`config.mk`:
```
export PLATFORM = sky130hd
export DESIGN_NAME = lsu_wb_ctrl
export DESIGN_NICKNAME = d
export VERILOG_FILES = /design/src/rtl/lsu_wb_ctrl_pkg.sv /design/src/rtl/lsu_load_align.sv /design/src/rtl/lsu_wb_ctrl.sv
export SDC_FILE = /design/constraint.sdc
export NUM_CORES = 1
export LEC_CHECK = 0
export ABC_AREA = 0
export CAP_MARGIN = 40
export CORE_ASPECT_RATIO = 1.1
export CORE_MARGIN = 2
export CORE_UTILIZATION = 55
export DETAILED_ROUTE_END_ITERATION = 8
export DONT_BUFFER_PORTS = 1
export HOLD_SLACK_MARGIN = 0.03
export PLACE_DENSITY_LB_ADDON = 0.12
export SETUP_SLACK_MARGIN = 0.02
export SLEW_MARGIN = 20
export SYNTH_ARGS = -nofsm -noshare
export SYNTH_HDL_FRONTEND = slang
export SYNTH_SLANG_ARGS = --single-unit
```
`constraint.sdc`:
```
create_clock -name clk -period 2.7 [get_ports clk]
set_input_delay 0.54 -clock clk [delete_from_list [all_inputs] [get_ports clk]]
set_output_delay 0.54 -clock clk [all_outputs]
set_load 0.01 [all_outputs]
```
`src/rtl/lsu_wb_ctrl_pkg.sv`:
```
// lsu_wb_ctrl_pkg: shared load/store types, FSM states and byte-enable helpers
package lsu_wb_ctrl_pkg;
   localparam int DATA_W = 32;
   localparam int BE_WIDTH = DATA_W / 8;
   typedef enum logic [2:0] {
      LD_NONE = 3'b000,
      LD_LB   = 3'b001,
      LD_LH   = 3'b010,
      LD_LW   = 3'b100,
      LD_LBU  = 3'b101,
      LD_LHU  = 3'b110
   } load_type_t;
   typedef enum logic [1:0] {ST_NONE, ST_SB, ST_SH, ST_SW} store_type_t;
   typedef enum logic [1:0] {IDLE, WAIT_GNT, WAIT_RVALID} lsu_state_t;
   // size code shared by loads and stores: 01 byte, 10 half, 00/11 word
   function automatic logic [BE_WIDTH-1:0] be_mask(input logic [1:0] sz, input logic [1:0] off);
      return sz == 2'b01 ? 4'b0001 << off : sz == 2'b10 ? 4'b0011 << off : 4'b1111;
   endfunction
   function automatic logic is_aligned(input logic [1:0] sz, input logic [1:0] off);
      return sz == 2'b01 || (sz == 2'b10 ? !off[0] : off == 2'b00);
   endfunction
endpackage

```
`src/rtl/lsu_load_align.sv`:
```
// lsu_load_align: selects the addressed load lane and sign/zero-extends it
module lsu_load_align
   import lsu_wb_ctrl_pkg::*;
(
   input  logic [DATA_W-1:0] rdata,
   input  logic [1:0]        offset,
   input  logic [2:0]        load_type,
   output logic [DATA_W-1:0] data
);
   logic [DATA_W-1:0] lane;
   logic              sgn;
   // shift the addressed byte to lane 0, then extend to register width
   always_comb begin
      lane = rdata >> {offset, 3'b000};
      sgn = load_type == LD_LB || load_type == LD_LH;
      data = (load_type == LD_LB || load_type == LD_LBU) ? {{24{sgn & lane[7]}}, lane[7:0]} :
             (load_type == LD_LH || load_type == LD_LHU) ? {{16{sgn & lane[15]}}, lane[15:0]} : lane;
   end
endmodule

```
`src/rtl/lsu_wb_ctrl.sv`:
```
// lsu_wb_ctrl: writeback load/store controller with req/gnt/rvalid FSM and bus watchdog
module lsu_wb_ctrl
   import lsu_wb_ctrl_pkg::*;
#(
   parameter int ADDR_WIDTH     = 32,
   parameter int DATA_WIDTH     = 32,
   parameter int TIMEOUT_CYCLES = 64
) (
   input  logic                  clk,
   input  logic                  rst_n,
   input  logic                  valid_i,
   input  logic [DATA_WIDTH-1:0] wb_data_i,
   input  logic [DATA_WIDTH-1:0] store_data_i,
   input  logic [2:0]            load_type_i,
   input  logic [1:0]            store_type_i,
   output logic                  data_req_o,
   output logic [ADDR_WIDTH-1:0] data_addr_o,
   output logic                  data_we_o,
   output logic [3:0]            data_be_o,
   output logic [DATA_WIDTH-1:0] data_wdata_o,
   input  logic                  data_gnt_i,
   input  logic                  data_rvalid_i,
   input  logic [DATA_WIDTH-1:0] data_rdata_i,
   output logic [DATA_WIDTH-1:0] reg_wdata_o,
   output logic                  reg_wdata_valid_o,
   output logic                  busy_o,
   output logic                  misaligned_o,
   output logic                  bus_err_o,
   output logic                  load_flag_o
);
   localparam int TO_CNT_W = TIMEOUT_CYCLES > 0 ? $clog2(TIMEOUT_CYCLES + 1) : 1;
   localparam logic [TO_CNT_W-1:0] TO_MAX = TO_CNT_W'(TIMEOUT_CYCLES);

   if (DATA_WIDTH != 32) begin : g_width_chk
      $error("lsu_wb_ctrl supports DATA_WIDTH == 32 only");
   end

   lsu_state_t            state;
   logic [TO_CNT_W-1:0]   cnt, cnt_inc;
   logic [1:0]            off, off_q, sz;
   logic [2:0]            lt_q;
   logic                  is_ld, mem_op, aligned, timeout, done;
   logic [DATA_WIDTH-1:0] ld_data, st_fmt;

   lsu_load_align u_align (
      .rdata     (data_rdata_i),
      .offset    (off_q),
      .load_type (lt_q),
      .data      (ld_data)
   );

   // request decode, watchdog compare and same-cycle writeback/stall outputs
   always_comb begin
      off = wb_data_i[1:0];
      is_ld = |load_type_i;
      mem_op = is_ld || |store_type_i;
      sz = is_ld ? load_type_i[1:0] : store_type_i;
      aligned = is_aligned(sz, off);
      st_fmt = store_type_i == ST_SB ? {4{store_data_i[7:0]}} :
               store_type_i == ST_SH ? {2{store_data_i[15:0]}} : store_data_i;
      cnt_inc = cnt == TO_MAX ? cnt : cnt + TO_CNT_W'(1);
      timeout = TIMEOUT_CYCLES != 0 && cnt_inc == TO_MAX;
      done = data_rvalid_i && (state == WAIT_RVALID || (state == WAIT_GNT && data_gnt_i));
      busy_o = state != IDLE || (valid_i && mem_op && aligned);
      reg_wdata_o = state == IDLE ? wb_data_i : ld_data;
      reg_wdata_valid_o = rst_n && (state == IDLE ? valid_i && !mem_op : done && !data_we_o);
      load_flag_o = is_ld;
   end

   // transaction FSM with registered bus outputs, error pulses and watchdog counter
   always_ff @(posedge clk) begin
      if (!rst_n) begin
         state <= IDLE;
         data_req_o <= 1'b0;
         data_addr_o <= '0;
         data_we_o <= 1'b0;
         data_be_o <= '0;
         data_wdata_o <= '0;
         misaligned_o <= 1'b0;
         bus_err_o <= 1'b0;
         cnt <= '0;
         off_q <= '0;
         lt_q <= '0;
      end else begin
         misaligned_o <= 1'b0;
         bus_err_o <= 1'b0;
         case (state)
            IDLE: begin
               if (valid_i && mem_op && aligned) begin
                  state <= WAIT_GNT;
                  data_req_o <= 1'b1;
                  data_addr_o <= {wb_data_i[ADDR_WIDTH-1:2], 2'b00};
                  data_we_o <= !is_ld;
                  data_be_o <= be_mask(sz, off);
                  data_wdata_o <= is_ld ? '0 : st_fmt;
                  off_q <= off;
                  lt_q <= load_type_i;
                  cnt <= '0;
               end else if (valid_i && mem_op) begin
                  misaligned_o <= 1'b1;
               end
            end
            WAIT_GNT: begin
               if (data_gnt_i) begin
                  data_req_o <= 1'b0;
                  cnt <= '0;
                  state <= data_rvalid_i ? IDLE : WAIT_RVALID;
               end else if (timeout) begin
                  data_req_o <= 1'b0;
                  bus_err_o <= 1'b1;
                  state <= IDLE;
               end else begin
                  cnt <= cnt_inc;
               end
            end
            WAIT_RVALID: begin
               if (data_rvalid_i) begin
                  state <= IDLE;
               end else if (timeout) begin
                  bus_err_o <= 1'b1;
                  state <= IDLE;
               end else begin
                  cnt <= cnt_inc;
               end
            end
            default: state <= IDLE;
         endcase
      end
   end
endmodule

```
-- Yosys cells after proc, flatten, opt, wreduce, memory -nomap -nowiden
Cells that the tools add are included.
- flip-flop bits (word level): 84
- word-level logic and storage cells: 95
- output and inout port bits: 107
- input bits: 106
- mux-type cells: 32
- eq/ne operators: 15
- reduce and logical (&&, ||, !) cells: 29
- bitwise logic cells: 4
- add/subtract/negate cells: 1
- shift-type cells: 3
- operator list (kind ; count):
    32-bit 2-to-1 mux ; 6
    7-bit 2-to-1 mux ; 5
    32-bit by 5-bit right shift with 32-bit output ; 1
    7-bit case mux with 3 select lines ; 1
    7-bit equality test, second input constant ; 2
    2-bit 2-to-1 mux ; 6
    1-bit 2-to-1 mux ; 9
    4-bit 2-to-1 mux ; 2
    7-bit by 1-bit adder with 7-bit output, second input constant ; 1
    1-bit logical AND ; 7
    1-bit logical OR ; 7
    2-bit by 1-bit equality test with 1-bit output, second input constant ; 3
    2-bit equality test, second input constant ; 3
    3-bit equality test, second input constant ; 2
    2-bit case mux with 3 select lines ; 1
    3-bit AND reduction ; 2
    3-bit OR reduction ; 2
    1-bit zero test ; 4
    2-bit zero test ; 2
    2-bit inequality test, second input constant ; 2
    1-bit case mux with 2 select lines ; 2
    2-bit nonzero test ; 2
    1-bit by 2-bit left shift with 4-bit output, first input constant ; 1
    2-bit by 2-bit left shift with 4-bit output, first input constant ; 1
    other kinds (8) ; 10

-- Longest topological paths before layout
- word-level depth: 8
- mapped depth: 9

-- Cells and area by module
A second synthesis with hierarchy kept.
- cells, all modules: 661
- area total of the unflattened synthesis: 5190.0 um^2
- by module, submodules not included (module ; sequential area each (um^2) ; area each (um^2) ; instances ; cells an instance):
    lsu_wb_ctrl ; 1681.6 ; 4426.7 ; 1 ; 544
    lsu_load_align ; 0.0 ; 763.2 ; 1 ; 117

-- Worst setup path before layout
Ideal clock, no wire load.
- path type: flip-flop to output port
- start: reg off_q[0]
- end: out reg_wdata_o[29]
- setup slack: 0.309 ns
- cell stages (with the launch flop): 10
- arrival: 1.851 ns
- cell sequence: dfxtp_1 > buf_2 > nor2b_1 > buf_2 > a2bb2oi_1 > nor3_1 > buf_2 > a21oi_1 > o21ai_0 > o21a_1
- word-level cells in the longest chain between the ends: 5
- elaborated cells between the ends (all ways): 6
- those cells by class: shift: 1; mux: 3; bitwise: 2
- RTL lines (element ; line ; source):
    start, declared ; lsu_wb_ctrl.sv:40 ; logic [1:0] off, off_q, sz;
    start signal, assigned ; lsu_wb_ctrl.sv:82 ; off_q <= '0;
    start signal, assigned ; lsu_wb_ctrl.sv:96 ; off_q <= off;
    32-bit by 5-bit right shift with 32-bit output (*) ; lsu_load_align.sv:14 ; lane = rdata >> {offset, 3'b000};
    1-bit bitwise AND ; lsu_load_align.sv:17 ; (load_type == LD_LH || load_type == LD_LHU) ? {{16{sgn & lane[15]}}, lane[15:0]} : lane;
    32-bit 2-to-1 mux ; lsu_load_align.sv:17 ;
    32-bit 2-to-1 mux (*) ; lsu_load_align.sv:16 ; data = (load_type == LD_LB || load_type == LD_LBU) ? {{24{sgn & lane[7]}}, lane[7:0]} :
    32-bit 2-to-1 mux (*) ; lsu_wb_ctrl.sv:65 ; reg_wdata_o = state == IDLE ? wb_data_i : ld_data;
    end, declared ; lsu_wb_ctrl.sv:24 ; output logic [DATA_WIDTH-1:0] reg_wdata_o,
Mark *: on every way between the ends. The rest lies on a longest branch, timed or not.

-- Worst setup path in the final report
- start: reg state[0]
- end: out reg_wdata_valid_o
- word-level cells in the longest chain between the ends: 7
- elaborated cells between the ends (all ways): 9
- those cells by class: eq/ne: 2; mux: 1; reduce/logical: 6
- RTL lines (element ; line ; source):
    start, declared ; lsu_wb_ctrl.sv:38 ; lsu_state_t state;
    start signal, assigned ; lsu_wb_ctrl.sv:107 ; state <= data_rvalid_i ? IDLE : WAIT_RVALID;
    2-bit by 1-bit equality test with 1-bit output ; lsu_wb_ctrl.sv:63 ; done = data_rvalid_i && (state == WAIT_RVALID || (state == WAIT_GNT && data_gnt_i));
    1-bit logical AND ; lsu_wb_ctrl.sv:63 ;
    1-bit logical OR ; lsu_wb_ctrl.sv:63 ;
    1-bit logical AND ; lsu_wb_ctrl.sv:63 ;
    1-bit logical AND ; lsu_wb_ctrl.sv:66 ; reg_wdata_valid_o = rst_n && (state == IDLE ? valid_i && !mem_op : done && !data_we_o);
    1-bit 2-to-1 mux (*) ; lsu_wb_ctrl.sv:66 ;
    1-bit logical AND (*) ; lsu_wb_ctrl.sv:66 ;
    end, declared ; lsu_wb_ctrl.sv:25 ; output logic reg_wdata_valid_o,
Marked as above.

==> out/results.tsv <==
stage	metric	value	unit
finish	commonest cells after routing, fill and taps aside	nand2_1 (122), a21oi_1 (83), dfxtp_1 (82)	
clock_network	CTS buffer count	9	
route	Post-Route WL	15200	µm
clock_network	CTS tree	built	
finish	Final Cell Area	5380	µm²
synthesis	Mapped Cells	662	
synthesis	Distinct cells, synth	58	
critical_path	crit path kind	flop to primary output	
placed_design	DP HPWL	11100	µm
finish	share of cells above drive strength 1	11.5	%
timing	Slew HR	62.8	%
timing	Tcrit/Tclk final	95.7	%
timing	Worst Skew	10.4	ps
finish	Filler Cells Inserted	822	
global_route	Total GRT Usage	29.4	%
pwr	Static Leak	0.00194	µW
timing	Tightest Pin Transition	557	ps
pwr	P per Cell Area	694	nW/µm²
finish	multi-input logic area	3070	µm²
global_route	vias in the first global route	4483	
global_route	largest net degree at the start of global routing	54	
global_route	initial antenna violation count	0	
critical_path	Worst Setup Start Kind	flop	
clock_network	clock sinks	84	
global_route	first-pass GRT wire length	23100	µm
route	via/cell ratio	6.32	
job	maxcap violations	0	
route	initial DRC count	257	
synthesis	synthesis warning total	0	
floorplanning	# rows	36	
finish	n_diodes	0	
route	post-route ant nets	0	
timing	Total Negative Setup Slacks	0	ps
clock_network	Skew-Pair Late Insertion Delay	370	ps
floorplanning	Die Span Y	104	µm
synthesis	Seq cells post-synth	84	
worst_hold_path	hold crit path type	primary input to flop	
synthesis	top_reg_cell synth	dfxtp_1	
synthesis	Syn Area/Cell	7.57	µm²
pwr	Peak supply drop	0.362	mV
floorplanning	die area	9890	µm²
floorplanning	Starting Density	56.5	%
synthesis	register area share after synthesis	33.5	%
critical_path	WP data arrival	2040	ps
finish	Sequential Area	1680	µm²
synthesis	synth top area cells	dfxtp_1 (34%), nand2_1 (9.2%), a21oi_1 (8.4%), mux2i_1 (7.8%), nor2_1 (3.5%)	
critical_path	CP max stage delay	670	ps
clock_network	cts hold-fix bufs	0	
floorplanning	core area	8870	µm²
outcome	outcome	finished clean	
timing	final slew viol count	0	
timing	RSZ-0062 raised after global routing	no	
synthesis	area leader, netlist	dfxtp_1	
clock_network	number of H-tree levels	3	
timing	Min Clock Period, post-route	2580	ps
critical_path	CP endpoint kind	primary output	
placed_design	Port Buf Inserts	0	
critical_path	critical path cell sequence	inv_1 > ha_1 > or4b_2 > a21oi_2	
critical_path	crit-path max FO	5	
route	vias	4834	
global_route	grt total ovfl	0	
floorplanning	Die Span X	95.0	µm
synthesis	post-synth top area share	33.5	%
clock_network	clock-pin transition on the worst setup and hold timing paths	100	ps
route	Routed wire per std cell	19.9	µm
critical_path	critical path required time	2160	ps
floorplanning	I/O pin total	213	
timing	achievable clock frequency	387	MHz
synthesis	Post-synth EDFFs	0	
synthesis	Synth Cell Area	5010	µm²
clock_network	maximum clock insertion buffer count	2	
finish	leading cell type in the layout, fill and taps excluded	nand2_1	
finish	Final nets	762	
route	DRC viols	0	
timing	final setup violation count	0	
route	First-pass DRT Iterations	5	
critical_path	worst-path cell with the longest stage delay	or4b_2	
synthesis	post-synthesis async set-or-reset flop share	0	%
placed_design	RD Place Congestion	0.837	
timing	Fin. Hold Viols	0	
placed_design	Post-DP Area	5160	µm²
clock_network	root buffer cell	clkbuf_8	
finish	Layout area overhead	7.41	%
-- timing repair --
action,CTS,global route
gates resized for setup,1,9
endpoints found under the setup margin,9,22
buffers inserted,0,0
-- path summary, 6_finish.rpt --
check                from                 to  slack, ps  depth (start not counted)
max              state[0]  reg_wdata_valid_o        120                          4
min          wb_data_i[0]           off_q[0]        290                          2
max reg2reg      state[0]            lt_q[1]        360                          8
min reg2reg       lt_q[0]            lt_q[0]        490                          2
-- sequential cells by signal, summed over array words and instances (netlist names) --
register,flops
misaligned_o,1
data_be_o,4
state,2
off_q,2
cnt,7
data_we_o,1
bus_err_o,1
data_wdata_o,32
lt_q,3
data_addr_o,30
data_req_o,1
-- worst max-delay path, delay by kind of cell (launching register included) --
| family | cells | cell delay [ps] |
|---|---|---|
| buffers and inverters | 1 | 100 |
| adder cells (fa/ha/maj) | 1 | 280 |
| AND/OR/NAND/NOR | 1 | 670 |
| flip-flops | 1 | 410 |
| AO/OA/AOI/OAI | 1 | 220 |
-- synth_stat cells (2+ instances only) --
library cell    n
a2bb2oi_1      16
o2111ai_1       3
a2111oi_0       8
nor3_1         21
o21ba_2         2
nor2b_1        15
o21bai_1        3
mux2i_1        39
o221ai_1        3
nor2_1         47
nand2b_1        5
o21ai_0        31
and2_1          3
mux2_2          9
xnor2_1         2
or4_1           6
or3_1           2
buf_1           4
ha_1           10
buf_4           2
a211oi_1        9
nor3b_1         2
o21a_1          9
a31oi_1         3
nand3_1        18
o311a_1         2
inv_1           8
a22oi_1         3
nand2_1       123
o31ai_1         2
buf_2          18
o211ai_1        8
a21oi_1        84
clkbuf_1       34
dfxtp_1        84
a31o_2          2
-- power by group --
part,switching (µW),internal (µW)
Combinational,830,523
Clock,524,439
Sequential,97.1,1320
Total,1450,2290
-- cells by family after synthesis --
| group | Yosys count | share of synthesized area (%) |
|---|---|---|
| fa+ha+maj | 10 | 2.50 |
| flops | 84 | 33.5 |
| compound gates | 196 | 24.9 |
| other cells | 1 | 0.0748 |
| mux | 48 | 9.81 |
| buf+inv | 67 | 5.62 |
| xor+xnor | 4 | 0.849 |
| simple gates | 252 | 22.7 |
-- area by class of cell --
cell class	count	area share [%]
clock inverters	7	1.49
flip-flops and latches	84	31.3
well taps	114	2.65
clock buffers	9	2.30
inverters	9	0.627
repair buffers	30	4.62
multi-input cells	512	57.0
-- routing by layer --
layer / global-route usage [%] / part of all wire, % / up-vias
met4: 9.01 / 2.0 / 0
met1: 34.3 / 39 / 2265
met2: 49.5 / 49 / 225
met5: 0 / 0 / -
li1: - / - / 2322
met3: 10.7 / 10 / 22
-- through the flow --
step                      hold slack (ps)  power, µW  setup WS (ps)  utilization (%)  std cells
final                                 288       3740            116             60.7        765
after global routing                  275       3940           23.4             60.7        765
after detailed placement              475       2770            195             58.1        749
after CTS                             280       3720           35.8             60.4        765
after floorplan                       453       2420            309                -        663
after global placement                467       2740            280             58.1        749
(Power assumes the default switching activity.)
